**src/rtl/jedro_1_test_monitor_if.sv**
```systemverilog
// Expected-table lookup and regfile read port between the test monitor
// (master) and the bench / self-test harness (slave).
interface jedro_1_test_monitor_if #(
  parameter int DATA_WIDTH = 32,
  parameter int IW         = 2
);
  logic [IW-1:0]         chk_idx_o;
  logic [4:0]            chk_reg_i;
  logic [DATA_WIDTH-1:0] chk_exp_i;
  logic [4:0]            rf_addr_o;
  logic [DATA_WIDTH-1:0] rf_data_i;

  modport master (
    output chk_idx_o, rf_addr_o,
    input  chk_reg_i, chk_exp_i, rf_data_i
  );

  modport slave (
    input  chk_idx_o, rf_addr_o,
    output chk_reg_i, chk_exp_i, rf_data_i
  );
endinterface

```
**src/rtl/jedro_1_test_monitor.sv**
```systemverilog
// Test-completion monitor for jedro_1: run until halt/timeout, drain, then check registers.
// Optional first-mismatch capture ports enabled by JEDRO_1_TEST_MONITOR_CAPTURE_EN.
//
// state     | meaning
// S_IDLE    | out of reset, start run on next edge
// S_RUN     | counting core cycles, waiting for halt or timeout
// S_DRAIN   | letting the pipeline settle before reading registers
// S_CHK_ADDR| register regfile address for current table entry
// S_CHK_CMP | compare regfile data against expected value
// S_DONE    | result held until reset
module jedro_1_test_monitor #(
  parameter int DATA_WIDTH   = 32,
  parameter int NUM_CHECKS   = 4,
  parameter int MAX_CYCLES   = 64,
  parameter int DRAIN_CYCLES = 3,
  parameter int CNT_WIDTH    = 16,
  localparam int IW = (NUM_CHECKS > 1) ? $clog2(NUM_CHECKS) : 1
) (
  input  logic                 clk_i,
  input  logic                 rstn_i,
  input  logic                 halt_i,
  jedro_1_test_monitor_if.master bus,
  output logic                 done_o,
  output logic                 pass_o,
  output logic                 timeout_o,
  output logic [CNT_WIDTH-1:0] fail_cnt_o,
  output logic [CNT_WIDTH-1:0] cycle_cnt_o
`ifdef JEDRO_1_TEST_MONITOR_CAPTURE_EN
  ,
  output logic [IW-1:0]         first_fail_idx_o,
  output logic [DATA_WIDTH-1:0] first_fail_got_o,
  output logic [DATA_WIDTH-1:0] first_fail_exp_o
`endif
);

  localparam int DRW = (DRAIN_CYCLES > 1) ? $clog2(DRAIN_CYCLES) : 1;
  // A zero-cycle drain still spends one cycle in S_DRAIN.
  localparam logic [DRW-1:0] DRAIN_LOAD = DRW'((DRAIN_CYCLES > 0) ? DRAIN_CYCLES - 1 : 0);
  localparam logic [IW-1:0] LAST_IDX = IW'(NUM_CHECKS - 1);
  localparam logic [CNT_WIDTH-1:0] CYC_LAST = CNT_WIDTH'(MAX_CYCLES - 1);

  typedef enum logic [2:0] {
    S_IDLE, S_RUN, S_DRAIN, S_CHK_ADDR, S_CHK_CMP, S_DONE
  } state_t;

  state_t               state_q, state_d;
  logic [CNT_WIDTH-1:0] cyc_q, cyc_d;
  logic [CNT_WIDTH-1:0] fail_q, fail_d;
  logic                 to_q, to_d;
  logic [IW-1:0]        idx_q, idx_d;
  logic [4:0]           addr_q, addr_d;
  logic [DRW-1:0]       drn_q, drn_d;
  logic                 done_q, done_d;
  logic                 pass_q, pass_d;
  logic                 mismatch;

  assign mismatch = (bus.rf_data_i != bus.chk_exp_i);

  always_ff @(posedge clk_i or negedge rstn_i) begin
    if (!rstn_i) begin
      state_q <= S_IDLE;
      cyc_q   <= '0;
      fail_q  <= '0;
      to_q    <= 1'b0;
      idx_q   <= '0;
      addr_q  <= '0;
      drn_q   <= '0;
      done_q  <= 1'b0;
      pass_q  <= 1'b0;
    end else begin
      state_q <= state_d;
      cyc_q   <= cyc_d;
      fail_q  <= fail_d;
      to_q    <= to_d;
      idx_q   <= idx_d;
      addr_q  <= addr_d;
      drn_q   <= drn_d;
      done_q  <= done_d;
      pass_q  <= pass_d;
    end
  end

  always_comb begin
    state_d = state_q;
    cyc_d   = cyc_q;
    fail_d  = fail_q;
    to_d    = to_q;
    idx_d   = idx_q;
    addr_d  = addr_q;
    drn_d   = drn_q;
    done_d  = done_q;
    pass_d  = pass_q;
    case (state_q)
      S_IDLE: state_d = S_RUN;
      S_RUN: begin
        if (halt_i) begin
          // halt beats a simultaneous timeout and freezes the counter
          state_d = S_DRAIN;
          drn_d   = DRAIN_LOAD;
        end else begin
          if (cyc_q != '1) cyc_d = cyc_q + 1'b1;
          if (cyc_q >= CYC_LAST) begin
            to_d    = 1'b1;
            state_d = S_DRAIN;
            drn_d   = DRAIN_LOAD;
          end
        end
      end
      S_DRAIN: begin
        if (drn_q == '0) state_d = S_CHK_ADDR;
        else             drn_d   = drn_q - 1'b1;
      end
      S_CHK_ADDR: begin
        addr_d  = bus.chk_reg_i;
        state_d = S_CHK_CMP;
      end
      S_CHK_CMP: begin
        if (mismatch && (fail_q != '1)) fail_d = fail_q + 1'b1;
        if (idx_q == LAST_IDX) begin
          state_d = S_DONE;
          idx_d   = '0;
          done_d  = 1'b1;
          pass_d  = (fail_d == '0) && !to_q;
        end else begin
          idx_d   = idx_q + 1'b1;
          state_d = S_CHK_ADDR;
        end
      end
      S_DONE: ;
      default: state_d = S_IDLE;
    endcase
  end

  assign bus.chk_idx_o = idx_q;
  assign bus.rf_addr_o = addr_q;
  assign done_o        = done_q;
  assign pass_o        = pass_q;
  assign timeout_o     = to_q;
  assign fail_cnt_o    = fail_q;
  assign cycle_cnt_o   = cyc_q;

`ifdef JEDRO_1_TEST_MONITOR_CAPTURE_EN
  logic                  cap_q;
  logic [IW-1:0]         ff_idx_q;
  logic [DATA_WIDTH-1:0] ff_got_q, ff_exp_q;

  // cap_q marks that the first mismatch has already been latched
  always_ff @(posedge clk_i or negedge rstn_i) begin
    if (!rstn_i) begin
      cap_q    <= 1'b0;
      ff_idx_q <= '0;
      ff_got_q <= '0;
      ff_exp_q <= '0;
    end else if (state_q == S_CHK_CMP && mismatch) begin
      if (!cap_q) begin
        cap_q    <= 1'b1;
        ff_idx_q <= idx_q;
        ff_got_q <= bus.rf_data_i;
        ff_exp_q <= bus.chk_exp_i;
      end
`ifndef SYNTHESIS
      $display("jedro_1_test_monitor: check %0d x%0d got %0d exp %0d",
               idx_q, addr_q, $signed(bus.rf_data_i), $signed(bus.chk_exp_i));
`endif
    end
  end

  assign first_fail_idx_o = ff_idx_q;
  assign first_fail_got_o = ff_got_q;
  assign first_fail_exp_o = ff_exp_q;
`endif

endmodule
```
**src/flat_wrapper.sv**
```systemverilog
// flat-port wrapper written by rule: the top's interface ports become plain ports
module jedro_1_test_monitor_flat 
#(
  parameter int DATA_WIDTH   = 32,
  parameter int NUM_CHECKS   = 4,
  parameter int MAX_CYCLES   = 64,
  parameter int DRAIN_CYCLES = 3,
  parameter int CNT_WIDTH    = 16,
  localparam int IW = (NUM_CHECKS > 1) ? $clog2(NUM_CHECKS) : 1
)
  (clk_i, rstn_i, halt_i, done_o, pass_o, timeout_o, fail_cnt_o, cycle_cnt_o, bus_chk_idx_o, bus_rf_addr_o, bus_chk_reg_i, bus_chk_exp_i, bus_rf_data_i);
  jedro_1_test_monitor_if #(.DATA_WIDTH(DATA_WIDTH)) bus_i ();
  input  logic clk_i;
  input  logic rstn_i;
  input  logic halt_i;
  output logic done_o;
  output logic pass_o;
  output logic timeout_o;
  output logic [CNT_WIDTH-1:0] fail_cnt_o;
  output logic [CNT_WIDTH-1:0] cycle_cnt_o;
  output wire logic [$bits(bus_i.chk_idx_o)-1:0] bus_chk_idx_o;
  output wire logic [$bits(bus_i.rf_addr_o)-1:0] bus_rf_addr_o;
  input wire logic [$bits(bus_i.chk_reg_i)-1:0] bus_chk_reg_i;
  input wire logic [$bits(bus_i.chk_exp_i)-1:0] bus_chk_exp_i;
  input wire logic [$bits(bus_i.rf_data_i)-1:0] bus_rf_data_i;
  assign bus_chk_idx_o = bus_i.chk_idx_o;
  assign bus_rf_addr_o = bus_i.rf_addr_o;
  assign bus_i.chk_reg_i = bus_chk_reg_i;
  assign bus_i.chk_exp_i = bus_chk_exp_i;
  assign bus_i.rf_data_i = bus_rf_data_i;
  jedro_1_test_monitor #(.DATA_WIDTH(DATA_WIDTH), .NUM_CHECKS(NUM_CHECKS), .MAX_CYCLES(MAX_CYCLES), .DRAIN_CYCLES(DRAIN_CYCLES), .CNT_WIDTH(CNT_WIDTH)) u_core (.clk_i(clk_i), .rstn_i(rstn_i), .halt_i(halt_i), .bus(bus_i), .done_o(done_o), .pass_o(pass_o), .timeout_o(timeout_o), .fail_cnt_o(fail_cnt_o), .cycle_cnt_o(cycle_cnt_o));
endmodule
```
**config.mk**
```make
export PLATFORM = sky130hd
export DESIGN_NAME = jedro_1_test_monitor_flat
export DESIGN_NICKNAME = d
export VERILOG_FILES = /design/src/rtl/jedro_1_test_monitor_if.sv /design/src/rtl/jedro_1_test_monitor.sv /design/src/flat_wrapper.sv
export SDC_FILE = /design/constraint.sdc
export NUM_CORES = 1
export LEC_CHECK = 0
export CAP_MARGIN = 20
export CORE_MARGIN = 8
export CORE_UTILIZATION = 40
export DETAILED_ROUTE_END_ITERATION = 7
export GPL_ROUTABILITY_DRIVEN = 1
export GPL_TIMING_DRIVEN = 0
export PLACE_DENSITY = 0.75
export SLEW_MARGIN = 15
export SYNTH_ARGS = -nofsm -noshare
export SYNTH_HDL_FRONTEND = slang
export SYNTH_SLANG_ARGS = --single-unit
```
**constraint.sdc**
```tcl
create_clock -name clk_i -period 2.8 [get_ports clk_i]
set_input_delay 0.56 -clock clk_i [delete_from_list [all_inputs] [get_ports clk_i]]
set_output_delay 0.56 -clock clk_i [all_outputs]
set_load 0.01 [all_outputs]
```
## Word level (Yosys, flattened, before mapping)

Cells that the tools add are included.

- Add/subtract/negate cells: 4
- Multiply operators: 0
- Divide/modulo/power cells: 0
- Order comparisons: 1
- Eq/ne operators: 12
- Shift operators: 0
- Multiplexer cells: 12
- Bitwise gates (word level): 2
- Reductions and logical operators: 12

Operators with widths:

| kind | count |
|---|---|
| 16-bit by 1-bit adder with 16-bit output, second input constant | 2 |
| 16-bit two-way mux | 2 |
| 16-bit != test, second input constant | 2 |
| 32-bit != test | 1 |
| 3-bit case mux with 6 select lines | 1 |
| 16-bit by 6-bit greater-or-equal comparator with 1-bit output, second input constant | 1 |
| 16-bit zero test | 1 |
| 3-bit two-way mux | 4 |
| 3-bit AND reduction | 4 |
| 2-bit two-way mux | 4 |
| 3-bit by 2-bit == test with 1-bit output, second input constant | 2 |
| 3-bit == test, second input constant | 2 |
| 2-bit case mux with 2 select lines | 1 |
| 3-bit by 1-bit == test with 1-bit output, second input constant | 1 |
| 3-bit zero test | 1 |
| 3-bit by 2-bit != test with 1-bit output, second input constant | 1 |
| 2-bit by 1-bit adder with 2-bit output, second input constant | 1 |
| 2-bit == test, second input constant | 1 |
| 1-bit logical AND | 2 |
| 2-bit zero test | 1 |
| 2-bit by 1-bit != test with 1-bit output, second input constant | 1 |
| 2-bit != test, second input constant | 1 |
| 1-bit NOT | 2 |
| 2-bit AND reduction | 1 |
| other kinds (3) | 3 |

- Register bits after elaboration: 47
- Latch bits: 0
- RAM bits: 0
- Bits in read-only memories: 0
- Input bits: 72
- Output and inout port bits: 42
- Word-level logic and storage cells: 52
- Memories kept: 0

## Depth between registers and ports, before layout

Gate-level depths: netlist (run 1).

- Depth after elaboration: 6
- Gate-level depth with buffers: 9
- Gate-level depth less buffers: 9

## Least setup slack after synthesis (run 1)

Ideal clock, no wire load.

- Path kind: input to register
- From: input port bus_chk_exp_i[2]
- To: register u_core.pass_q, in the netlist u_core.pass_o
- Setup time: 77 ps
- Arrival: 2,272 ps
- Data required time: 2,723 ps
- Path slack: 452 ps
- Stages: 9
- Cell sequence: xnor2_1 -> nand4_1 -> nor4_1 -> and2_1 -> buf_6 -> nor2_2 -> a211o_1 -> a221o_1 -> o21ai_1

- Longest elaborated chain between the ends: 6

RTL lines:

| what | line | source |
|---|---|---|
| start, declared | flat_wrapper.sv:24 | `input wire logic [$bits(bus_i.chk_exp_i)-1:0] bus_chk_exp_i;` |
| 32-bit != test | jedro_1_test_monitor.sv:57 | `assign mismatch = (bus.rf_data_i != bus.chk_exp_i);` |
| 1-bit logical AND | jedro_1_test_monitor.sv:118 | `if (mismatch && (fail_q != '1)) fail_d = fail_q + 1'b1;` |
| 16-bit two-way mux | jedro_1_test_monitor.sv:118 |  |
| 16-bit two-way mux | jedro_1_test_monitor.sv:93 | `case (state_q)` |
| 16-bit zero test | jedro_1_test_monitor.sv:123 | `pass_d = (fail_d == '0) && !to_q;` |
| 1-bit logical AND | jedro_1_test_monitor.sv:123 |  |
| end signal, assigned | jedro_1_test_monitor.sv:79 | `pass_q <= pass_d;` |
| end, declared | jedro_1_test_monitor.sv:54 | `logic pass_q, pass_d;` |

No other way between the ends. The select of a mux whose other input is x is not followed.
A chain may end at the register's enable or synchronous reset.

## Worst setup path after layout (run 1)

- From: input port bus_chk_exp_i[10]
- To: register u_core.pass_q, in the netlist u_core.pass_o

The elaborated chain is that of the path after synthesis.

==> reports/metrics.cfg, run 1 <==
[status]
status=completed

[clock_network]
clk_pin_slew_ns=0.08
cts-buffers-inserted=5
cts.path.max_buffers=2
cts_root_buffer=clkbuf_8
clkSinkCount=47
cts_tree=built
clk_latency_ns=0.30
cts.htree.levels=2

[critical_path]
arrival_ns=2.90
regToRegSetupSlack_ns=0.33
crit_family=simple AND/OR/NAND/NOR gates
cp.required_ns=3.03
cpPeakStageDelay_ns=0.48
slowest_stage=clkdlybuf4s50_1
timing.rr.start=u_core.fail_cnt_o[0]
cp_num_buf_inv=2
path_class=input pin to register
reg2reg_depth=9
cp-end-kind=register
r2r_end=u_core.pass_o
startpoint_type=input pin
path_max_fanout=10
crit_chain=clkdlybuf4s50_1 -> xnor2_1 -> nand4_1 -> nor4_2 -> and2_4 -> buf_6 -> nor2_2 -> a211o_1 -> a221o_1 -> o21ai_1

[timing]
fmax_ghz=0.374
timing.hold.ws_ns=0.175
layout_setup_ws_ns=0.129
period_share_pct=95.4
final-setup-viol-count=0
slew-limit-headroom_pct=56.7
min_period_ns=2.67
finalClockSkew_ns=0.00182
tns_ns=0
slew_violations=0
worst_pin_slew_ns=0.644
finalHoldViolations=0

[finish]
final_common_cell=clkdlybuf4s50_1
final_area_um2=4250
regArea_um2=1180
fin_nets=497
layout-drive-gt1-share_pct=7.35
final_cell_mix=clkdlybuf4s50_1, xnor2_1, dfrtp_1
n_antenna_cell=0
fillers=613
syn2layout_area_growth_pct=49.2
stdcell_count=518
multiInputGateArea_um2=1620

[place]
gp_congestion=0.862
place_ws_ns=-0.451
io_buffers=113
dpl.hpwl_um=6350
dp_cells=509
placed_cell_area_um2=4120

[power]
p_switching_mw=0.289
combPwrFrac_pct=14.8
powerDensity_nw_per_um2=314
seqPwrFrac_pct=51.8
power.internal_mw=1.05
p_leak_nw=1.70
power_frac_clock_pct=33.4
peakVddDrop_v=0.000193
p_sw_share_pct=21.7

[synthesis]
postSynthCellCount=299
synth-xor-area-share_pct=20.9
syn_area_um2=2850
synthMuxAreaShare_pct=2.37
synth-simple-area-share_pct=24.3
ys_ff_latch=47
synth_nets=375
synth_fa_ha_area_share_pct=1.76
seq_area_frac_synth_pct=41.3
synth.distinct_cells=46
synth-edff-count=0
synth_warnings=0
yosys_most_used_dff=dfrtp_1
synth_area_per_cell_um2=9.53
synth_top_family_by_area=simple AND/OR/NAND/NOR gates
synthArstFlopShare_pct=100
synth-compound-area-share_pct=6.80

[floorplan]
die_h_um=100
rows=30
die_w_um=100
fp.coreArea_um2=6830
start_util_pct=41.7
ioPinCount=114
die-area_um2=10100

[global_routing]
grt_pass1_wl_um=12800
grt-ovfl-total=0
antenna_found_initial=0
grtUsageTotal_pct=15.6
grt_max_degree=33
grt_pass1_vias=2749

[detailed_routing]
vias_per_cell=5.11
wl_per_cell_um=14.7
ant_nets=0
drtPass1Iterations=4
drt-initial-drc-count=124
drc=0
wirelength_um=7620
via_count=2646

[min_path]
hold_class=input pin to asynchronous set/reset pin

[run]
max_cap_viol_count=0

worst max path at each step:
stage                       from       endpoint  slack (ns)  depth (start not counted)
6_report       bus_chk_exp_i[10]  u_core.pass_o        0.13                         10
5_1_grt        bus_chk_exp_i[14]  u_core.pass_o       -0.03                         10
4_1_cts         bus_rf_data_i[2]  u_core.pass_o        0.04                         10
3_5_place_dp    bus_rf_data_i[2]  u_core.pass_o       -0.45                         10
3_3_place_gp    bus_chk_exp_i[2]  u_core.pass_o       -0.43                         10
2_1_floorplan   bus_chk_exp_i[2]  u_core.pass_o        0.45                          9
logic make-up (layout without fill, tap and decap cells):
kind of cell / count (synthesis) / in the layout
compound gates: 28 / 28
xor+xnor: 68 / 68
fa+ha+maj: 4 / 4
buf+inv: 15 / 138
flops: 47 / 47
mux: 6 / 6
simple gates: 131 / 131
registers in the layout, indices dropped and copies added (netlist names):
name	cells
u_core.bus.chk_idx_o	2
u_core.fail_cnt_o	16
u_core.timeout_o	1
u_core.bus.rf_addr_o	5
u_core.cycle_cnt_o	16
u_core.done_o	1
u_core.pass_o	1
u_core.state_q	3
u_core.drn_q	2
worst register-to-register path, cell delays in order (launching register included):
cell     delay [ns]
dfrtp_1        0.46
ha_1           0.26
nand2_1        0.15
nor4_4         0.37
and3_1         0.23
buf_6          0.12
nor3_2         0.06
a211o_1        0.30
a221o_1        0.32
o21ai_1        0.12
layout make-up:
cell class | instances | share of cell area (%)
clock buffer | 7 | 2.27
multi-input combinational | 237 | 38.2
inverter | 9 | 0.794
timing repair buffer | 115 | 27.1
sequential | 47 | 27.7
tap | 96 | 2.82
clock inverter | 1 | 0.177
buffer | 6 | 0.971
cell usage after synthesis, types with 2 or more instances:
master | n | share of area, %
nand4_1 | 16 | 3.5
and3_1 | 5 | 1.1
nand3_1 | 19 | 3.3
nand2b_1 | 4 | 0.88
nor3_1 | 10 | 1.8
or3_1 | 3 | 0.66
nor2_1 | 23 | 3.0
nor4_1 | 8 | 1.8
a21oi_1 | 5 | 0.88
nand2_1 | 31 | 4.1
xnor2_1 | 58 | 18
dfrtp_1 | 47 | 41
buf_6 | 2 | 0.79
or2_2 | 2 | 0.44
xor2_1 | 10 | 3.1
mux2_2 | 6 | 2.4
o21ai_0 | 5 | 0.88
ha_1 | 4 | 1.8
and2_1 | 2 | 0.44
a21o_1 | 2 | 0.53
a211o_1 | 2 | 0.61
clkbuf_1 | 3 | 0.40
inv_1 | 9 | 1.2
metal layers:
| layer | vias to the layer above | share of wire, % | GRT usage, % |
|---|---|---|---|
| met5 | - | 0 | 0 |
| met4 | 0 | 0.91 | 4.07 |
| met3 | 5 | 12 | 8.72 |
| met2 | 108 | 46 | 25.5 |
| met1 | 1236 | 41 | 17.0 |
| li1 | 1297 | - | - |
metrics by stage:
| stage | power [mW] | utilization, % |
|---|---|---|
| after floorplan | 0.759 | - |
| after global placement | 0.898 | 60.0 |
| after detailed placement | 0.905 | 60.3 |
| after CTS | 1.36 | 62.0 |
| after global routing | 1.40 | 62.3 |
| final | 1.34 | 62.3 |
power by group through the flow:
| stage | Clock [mW] | Combinational, mW | Sequential [mW] |
|---|---|---|---|
| floorplan | 0 | 0.0515 | 0.707 |
| global placement | 0 | 0.193 | 0.705 |
| detailed placement | 0 | 0.200 | 0.705 |
| CTS | 0.468 | 0.201 | 0.691 |
| global route | 0.490 | 0.215 | 0.693 |
| finish | 0.446 | 0.198 | 0.691 |
what timing repair did:
item,4_1_cts,5_1_grt
setup endpoints to repair,1,1
resized for setup,2,3
pin swaps,0,1
hold buffers,0,0
cloned,0,0
setup buffers,0,1
(Power assumes the default switching activity.)
==> run 2: changes to the inputs <==
--- a/config.mk
+++ b/config.mk
@@ -10,7 +10,6 @@
 export CORE_UTILIZATION = 40
 export DETAILED_ROUTE_END_ITERATION = 7
 export GPL_ROUTABILITY_DRIVEN = 1
-export GPL_TIMING_DRIVEN = 0
 export PLACE_DENSITY = 0.75
 export SLEW_MARGIN = 15
 export SYNTH_ARGS = -nofsm -noshare
==> constraint.sdc (replaced) <==
create_clock -name clk_i -period 2.8 [get_ports clk_i]
set_input_delay 0.56 -clock clk_i [delete_from_list [all_inputs] [get_ports clk_i]]
set_output_delay 0.56 -clock clk_i [all_outputs]
set_load 0.1 [all_outputs]
==> reports/metrics.cfg, run 2 (same netlist as run 1, synthesis figures left out) <==
[global_routing]
grt_pass1_wl_um=12700  ; -0.22%
use_met1_pct=17.0  ; +0.041 points
grt_pass1_vias=2771  ; +0.80%
met2_usage_pct=24.8  ; -0.77 points
met3_usage_pct=8.86  ; +0.14 points
grt-ovfl-total=0  ; unchanged
antenna_found_initial=0  ; unchanged
busiest_layer=met2
grt_max_degree=29  ; -12%
grtUsageTotal_pct=15.5  ; -0.13 points

[critical_path]
cp-end-kind=register
cpPeakStageDelay_ns=0.52  ; +0.04 ns
cp.required_ns=3.03  ; about the same
startpoint=bus_chk_exp_i[1]
crit_chain=clkdlybuf4s50_1 -> xnor2_1 -> nand4_1 -> nor4_1 -> buf_4 -> and2_2 -> or4b_1 -> a2111oi_0 -> nand4_1 -> o21ai_1
cp_num_buf_inv=2  ; unchanged
crit_family=simple AND/OR/NAND/NOR gates
startpoint_type=input pin
path_max_fanout=6  ; -4
timing.rr.start=u_core.fail_cnt_o[0]
regToRegSetupSlack_ns=0.40  ; +0.07 ns
reg2reg_depth=8  ; -1
arrival_ns=2.82  ; -0.08 ns
path_class=input pin to register
worst_path_most_repeated_cell=nand4_1
slowest_stage=or4b_1
r2r_end=u_core.pass_o

[place]
placed_cell_area_um2=4050  ; -1.6%
dpl.hpwl_um=6410  ; +0.95%
gp_congestion=0.864  ; +0.31%
dp_cells=515  ; +1.2%
io_buffers=113  ; unchanged
place_ws_ns=-0.243  ; +0.208 ns

[power]
seqPwrFrac_pct=50.1  ; -1.7 points
p_sw_share_pct=24.5  ; +2.8 points
p_leak_nw=1.78  ; +4.6%
powerDensity_nw_per_um2=331  ; +5.6%
power.internal_mw=1.04  ; -0.44%
p_switching_mw=0.338  ; +17%
peakVddDrop_v=0.000252  ; +31%
combPwrFrac_pct=17.3  ; +2.5 points
power_frac_clock_pct=32.6  ; -0.8 points

[floorplan]
die_w_um=100  ; unchanged
fp.coreArea_um2=6830  ; unchanged
ioPinCount=114  ; unchanged
rows=30  ; unchanged
start_util_pct=41.7  ; unchanged
die-area_um2=10100  ; unchanged
die_h_um=100  ; unchanged

[timing]
tns_ns=0  ; unchanged
min_period_ns=2.59  ; -0.0831 ns
finalHoldViolations=0  ; unchanged
worst_pin_slew_ns=0.499  ; -0.146 ns
rsz0062_at_grt=no
period_share_pct=92.4  ; -3.0 points
final-setup-viol-count=0  ; unchanged
slew-limit-headroom_pct=66.6  ; +9.9 points
finalClockSkew_ns=0.00629  ; +0.00448 ns
layout_setup_ws_ns=0.212  ; +0.0831 ns
slew_violations=0  ; unchanged
fmax_ghz=0.386  ; +3.2%

[detailed_routing]
drt-initial-drc-count=89  ; -28%
wl_per_cell_um=14.8  ; +0.59%
drc=0  ; unchanged
via_count=2624  ; -0.83%
drtPass1Iterations=4  ; unchanged
ant_nets=0  ; unchanged
vias_per_cell=5.02  ; -1.8%
wirelength_um=7740  ; +1.6%

[finish]
multiInputGateArea_um2=1610  ; -1.1%
final_area_um2=4160  ; -2.1%
syn2layout_area_growth_pct=46.0
n_antenna_cell=0  ; unchanged
final_cell_mix=clkdlybuf4s50_1, xnor2_1, buf_4
layout-drive-gt1-share_pct=19.2  ; +12 points
fillers=616  ; +0.49%
final_common_cell=clkdlybuf4s50_1
stdcell_count=523  ; +0.97%
regArea_um2=1180  ; +0.21%
fin_nets=502  ; +1.0%

[clock_network]
cts.path.max_buffers=2  ; unchanged
cts_root_buffer=clkbuf_8
clkSinkCount=47  ; unchanged
cts-buffers-inserted=5  ; unchanged
ctsHoldBuffers=0  ; unchanged
clk_latency_ns=0.30  ; about the same
cts_setup_buffers=0  ; unchanged
cts.htree.levels=2  ; unchanged
clk_pin_slew_ns=0.09  ; about the same
cts_tree=built
ctsResizeCount=0  ; -2

[min_path]
hold_class=input pin to asynchronous set/reset pin

[run]
max_cap_viol_count=0  ; unchanged

[status]
status=completed

==> run 2: changes by cell type in the layout (fill, tap and decap cells not counted), sizes merged <==
| cell | previous run | this run |
|---|---|---|
| clkbuf | 10 | 7 |
| buf | 6 | 56 |
| clkdlybuf4s50 | 112 | 70 |
==> run 2: how the worst max path moves through the flow <==
stage / slack [ns] / end / cells after the start
after floorplan: 0.003 / u_core.pass_o / 8
after global placement: -0.21 / u_core.pass_o / 10
after detailed placement: -0.24 / u_core.pass_o / 10
after CTS: 0.06 / u_core.pass_o / 10
after global routing: 0.03 / u_core.pass_o / 10
final: 0.21 / u_core.pass_o / 10
==> run 2: through the flow <==
step / utilization (%) / hold slack (ns) / total power [mW]
6_report: 60.9 / 0.200 / 1.38
5_1_grt: 60.9 / 0.233 / 1.44
4_1_cts: 60.8 / 0.207 / 1.40
3_5_place_dp: 59.3 / 0.490 / 0.946
3_3_place_gp: 59.3 / 0.478 / 0.943
2_1_floorplan: - / 0.264 / 0.805
==> run 2: per-layer routing <==
metal  share of wire [%]  up-vias  wire (um)
li1                    -     1296          -
met1                  40     1203       3120
met2                  45      116       3490
met3                  13        9       1030
met4                 1.2        0         96
met5                   0        -          0
==> run 2: cell type report <==
cell class	instances	area share [%]
clock buffers	7	2.32
repair buffers	126	26.9
clock inverters	1	0.180
inverters	9	0.812
flip-flops and latches	47	28.3
well taps	96	2.89
multi-input cells	237	38.6
==> run 2: power by group through the flow <==
stage	combinational, mW	clock, mW	sequential [mW]
6_report	0.238	0.450	0.691
5_1_grt	0.255	0.493	0.692
4_1_cts	0.242	0.468	0.691
3_5_place_dp	0.241	0	0.705
3_3_place_gp	0.238	0	0.705
2_1_floorplan	0.0516	0	0.753
==> run 2: worst reg2reg max path: stages, from the launching register on <==
cell	delay (ns)
dfrtp_2	0.46
ha_1	0.27
nand2_1	0.17
nor4_4	0.07
and3_1	0.22
or4b_1	0.50
a2111oi_0	0.36
nand4_1	0.15
o21ai_1	0.14
